--- src/rtl/call_arbiter.sv ---
// call_arbiter: round-robin dispatch of latched seat call lights to one attendant (define PRIORITY_SEAT_EN to make seat 0 win ahead of round-robin)
module call_arbiter #(
  parameter int N_SEATS     = 4,
  parameter int IDX_W       = 2,
  parameter int TIMEOUT_CYC = 8
) (
  input  logic               clk,
  input  logic               rst_n,
  input  logic [N_SEATS-1:0] call,
  input  logic [N_SEATS-1:0] cancel,
  input  logic               ack,
  input  logic               done,
  output logic [N_SEATS-1:0] light_state,
  output logic               dispatch_valid,
  output logic [IDX_W-1:0]   dispatch_seat,
  output logic               busy,
  output logic               timeout
);
  typedef enum logic [1:0] {IDLE, DISPATCH, SERVING} state_t;
  state_t state, state_nxt;
  logic [N_SEATS-1:0] light_nxt;
  logic [IDX_W-1:0] seat_nxt, rr, rr_nxt, pick, scan, seat_inc, rr_ack;
  logic [7:0] cnt, cnt_nxt;
  logic to_nxt, served_done;
  assign dispatch_valid = state == DISPATCH;
  assign busy = state == SERVING;
  assign served_done = busy && done;
  assign seat_inc = (dispatch_seat == IDX_W'(N_SEATS-1)) ? '0 : dispatch_seat + 1'b1;
`ifdef PRIORITY_SEAT_EN
  assign rr_ack = (dispatch_seat == '0) ? rr : seat_inc;
`else
  assign rr_ack = seat_inc;
`endif
  always_comb begin
    light_nxt = light_state;
    for (int i = 0; i < N_SEATS; i++)
      light_nxt[i] = call[i] || (!cancel[i] && light_state[i] && !(served_done && dispatch_seat == IDX_W'(i)));
  end
  always_comb begin
    pick = rr;
    scan = '0;
    for (int k = N_SEATS-1; k >= 0; k--) begin
      scan = IDX_W'((int'(rr) + k) % N_SEATS);
      pick = light_state[scan] ? scan : pick;
    end
`ifdef PRIORITY_SEAT_EN
    pick = light_state[0] ? '0 : pick;
`endif
  end
  always_comb begin
    state_nxt = state;
    seat_nxt = dispatch_seat;
    rr_nxt = rr;
    cnt_nxt = cnt;
    to_nxt = 1'b0;
    case (state)
      IDLE: if (|light_state) begin
        state_nxt = DISPATCH;
        seat_nxt = pick;
        cnt_nxt = '0;
      end
      DISPATCH: if (ack) begin
        state_nxt = SERVING;
        rr_nxt = rr_ack;
      end else if (!light_nxt[dispatch_seat]) begin
        state_nxt = IDLE;
      end else if (cnt == 8'(TIMEOUT_CYC-1)) begin
        state_nxt = IDLE;
        to_nxt = 1'b1;
        rr_nxt = seat_inc;
      end else begin
        cnt_nxt = cnt + 8'd1;
      end
      SERVING: state_nxt = (done || !light_nxt[dispatch_seat]) ? IDLE : SERVING;
      default: state_nxt = IDLE;
    endcase
  end
  always_ff @(posedge clk) begin
    if (!rst_n) begin
      state <= IDLE;
      light_state <= '0;
      dispatch_seat <= '0;
      rr <= '0;
      cnt <= '0;
      timeout <= 1'b0;
    end else begin
      state <= state_nxt;
      light_state <= light_nxt;
      dispatch_seat <= seat_nxt;
      rr <= rr_nxt;
      cnt <= cnt_nxt;
      timeout <= to_nxt;
    end
  end
endmodule

--- config.mk ---
export PLATFORM = sky130hd
export DESIGN_NAME = call_arbiter
export DESIGN_NICKNAME = d
export VERILOG_FILES = /design/src/rtl/call_arbiter.sv
export SDC_FILE = /design/constraint.sdc
export NUM_CORES = 1
export LEC_CHECK = 0
export CAP_MARGIN = 30
export CORE_MARGIN = 2
export CORE_UTILIZATION = 30
export DETAILED_ROUTE_END_ITERATION = 8
export GPL_ROUTABILITY_DRIVEN = 0
export GPL_TIMING_DRIVEN = 0
export HOLD_SLACK_MARGIN = 0.15
export PLACE_DENSITY = 0.51
export SLEW_MARGIN = 40
export SYNTH_ARGS = -nofsm -noshare
export SYNTH_HDL_FRONTEND = slang
export SYNTH_SLANG_ARGS = --single-unit
--- constraint.sdc ---
create_clock -name clk -period 7.05 [get_ports clk]
set_input_delay 2.115 -clock clk [delete_from_list [all_inputs] [get_ports clk]]
set_output_delay 2.115 -clock clk [all_outputs]
set_load 0.01 [all_outputs]
==> results.ini, run 1 <==
[yosys]
synth_edf_count=0
async_flop_share_pct=0
syn_area_mm2=0.00115
syn_avg_cell_area_um2=8.14
ys_ff_latch=19
yosysSeqAreaShare_pct=33.2
synthCells=141
yosysWarnings=0
yosysUniqueCellTypes=42
syn_nets=158
synth_ff_type=dfxtp_1

[floorplan]
rows=22
die_height_um=65.8
ioPinCount=21
die_x_um=65.8
coreArea_mm2=0.00366
dieArea_mm2=0.00433
start_util_pct=31.3

[cells_and_area]
synthToLayoutAreaGrowth_pct=27.6
diodes=0
nets=182
most-common-layout-cells=dfxtp_1, clkdlybuf4s50_1, nor2_1
finalNonFillerCells=212
drive_gt1_share_pct=8.54

[routing]
ant_nets=0
via_per_inst=5.37
drtIter0Drc=76
drc_errors=0
drt_wl_total_mm=2.95
routed-via-count=1138
drtPass1Iterations=4
routedWlPerCell_um=13.9

[setup_path]
setup.worst_path.end_class=flip-flop
worstSetupPathType=in2reg
start_kind=primary input
cp.arrival_ps=4320
cp_max_fo=6
required_ps=7230

[clocking]
clockBufferDepth=2
clkLatencyLatePin_ps=260
cts_buffers=3
cts_hold_buf=0
cts.repair.resized=0
cts_setup_buffers=0
clock-sinks=19
clockRootBuffer=clkbuf_8
cts_max_level=1
clk_pin_slew_ps=70
cts_tree=yes

[power_and_ir_drop]
total_leakage_power_uw=0.000538
power-per-cell-area_mw_per_mm2=180
irDropWorstVdd_v=0.0000974

[timing]
max-slew-margin-rel_pct=46.7
fin_crit_sh_pct=58.7
period_minus_slack_ps=4140
setup_viol=0
achievable-frequency_mhz=241
worst_clock_skew_ps=5.35
rsz0062_at_grt=false
finalMaxSlewViolations=0
worst_pin_slew_ps=791
setup_tns_ps=0
final_hold_viol_count=0

[min_path]
hold_path.class=reg2reg

[outcome]
outcome=complete, no violations

[global_routing]
grt_pass1_vias=1076
grt_pass1_wl_mm=4.95
antenna_found_initial=0
grt-ovfl-total=0
track_usage_pct=14.7
grt_max_degree=12

[placement]
hpwl_mm=2.20
port_buffers=19
dp_cells=208

[job]
max_cap_violations=0

critical path, cell delays in order:
cell,delay (ps)
clkdlybuf4s50_1,540
nand4b_1,140
a2111oi_1,750
or4_1,210
buf_2,170
o211ai_2,160
o211ai_1,230
sequential cells by signal, indices dropped and copies added, names as in the netlist:
signal,count
timeout,1
rr,2
state,2
light_state,4
cnt,8
dispatch_seat,2
where the power goes:
part,switching (uW),total (uW),internal [uW]
Combinational,35.1,64.4,29.3
Sequential,9.36,122,113
Clock,37.9,77.2,39.3
Total,82.4,264,181
path summary, 6_finish.rpt:
check	slack [ps]	start	depth (start not counted)	to
worst max-delay path	2910	done	7	cnt[2]
worst min-delay path	490	cnt[1]	2	cnt[1]
worst max register to register	4540	dispatch_seat[1]	8	cnt[2]
worst min register to register	490	cnt[1]	2	cnt[1]
logic make-up (layout without fill, tap and decap cells):
kind of cell,count (synthesis),in the layout,share of synthesized area (%)
simple gates,69,69,33.5
compound gates,31,31,20.6
flops,19,19,33.2
buf+inv,14,37,4.69
fa+ha+maj,5,5,5.45
mux,3,3,2.62
synthesized netlist by cell type, drive strengths merged (2+ instances only):
library cell / number / share of area (%)
a2111oi: 4 / 3.6
a21oi: 7 / 3.1
and2: 3 / 1.6
and2b: 3 / 2.2
and3: 2 / 1.1
clkbuf: 2 / 0.65
dfxtp: 19 / 33
ha: 5 / 5.5
inv: 10 / 3.3
mux2i: 3 / 2.6
nand2: 11 / 3.6
nand3: 8 / 3.5
nand4: 4 / 2.2
nand4b: 4 / 3.1
nor2: 13 / 4.3
nor2b: 5 / 2.7
nor3: 5 / 2.2
nor4: 2 / 1.6
o211ai: 5 / 3.7
o21ai: 3 / 1.3
o221ai: 2 / 1.5
or3: 3 / 1.6
or4: 3 / 2.0
metal layers:
metal	track usage, %	up-vias	share of wire, %
li1	-	569	-
met1	19.6	536	48
met2	22.7	31	45
met3	4.26	2	5.9
met4	4.95	0	0.75
met5	0	-	0
area by class of cell:
| cell class | instances | area (um^2) |
|---|---|---|
| sequential | 19 | 380 |
| buffer | 3 | 12.5 |
| tap | 48 | 60.1 |
| timing repair buffer | 19 | 190 |
| clock buffer | 3 | 41.3 |
| inverter | 11 | 41.3 |
| fill | 384 | 2200 |
| multi-input combinational | 108 | 733 |
| clock inverter | 1 | 5.00 |
metrics by stage:
stage	utilization (%)	total power, uW	worst slack, ps	instance area [um^2]	hold slack, ps
3_3_place_gp	38.2	185	2650	1400	470
4_1_cts	39.6	265	2890	1450	494
3_5_place_dp	38.4	187	2620	1410	484
6_report	40.0	264	2910	1460	487
2_1_floorplan	-	159	3370	1150	451
5_1_grt	40.0	279	2720	1460	530
Power figures use the tool's default switching activity.
==> inputs of run 2 (changes only) <==
- clock period: 7.05 -> 4 ns (I/O delays scaled with it)
==> results of run 2 <==
Same layout as run 1 (identical final DEF). Status: complete, no violations.
Main changes from that run: setup slack after placement 2620 ps -> 484 ps; setup slack after layout 2910 ps -> 774 ps; register-to-register setup slack 4540 ps -> 1490 ps; total power 264 uW -> 465 uW; worst IR drop on VDD 0.0000974 V -> 0.000172 V
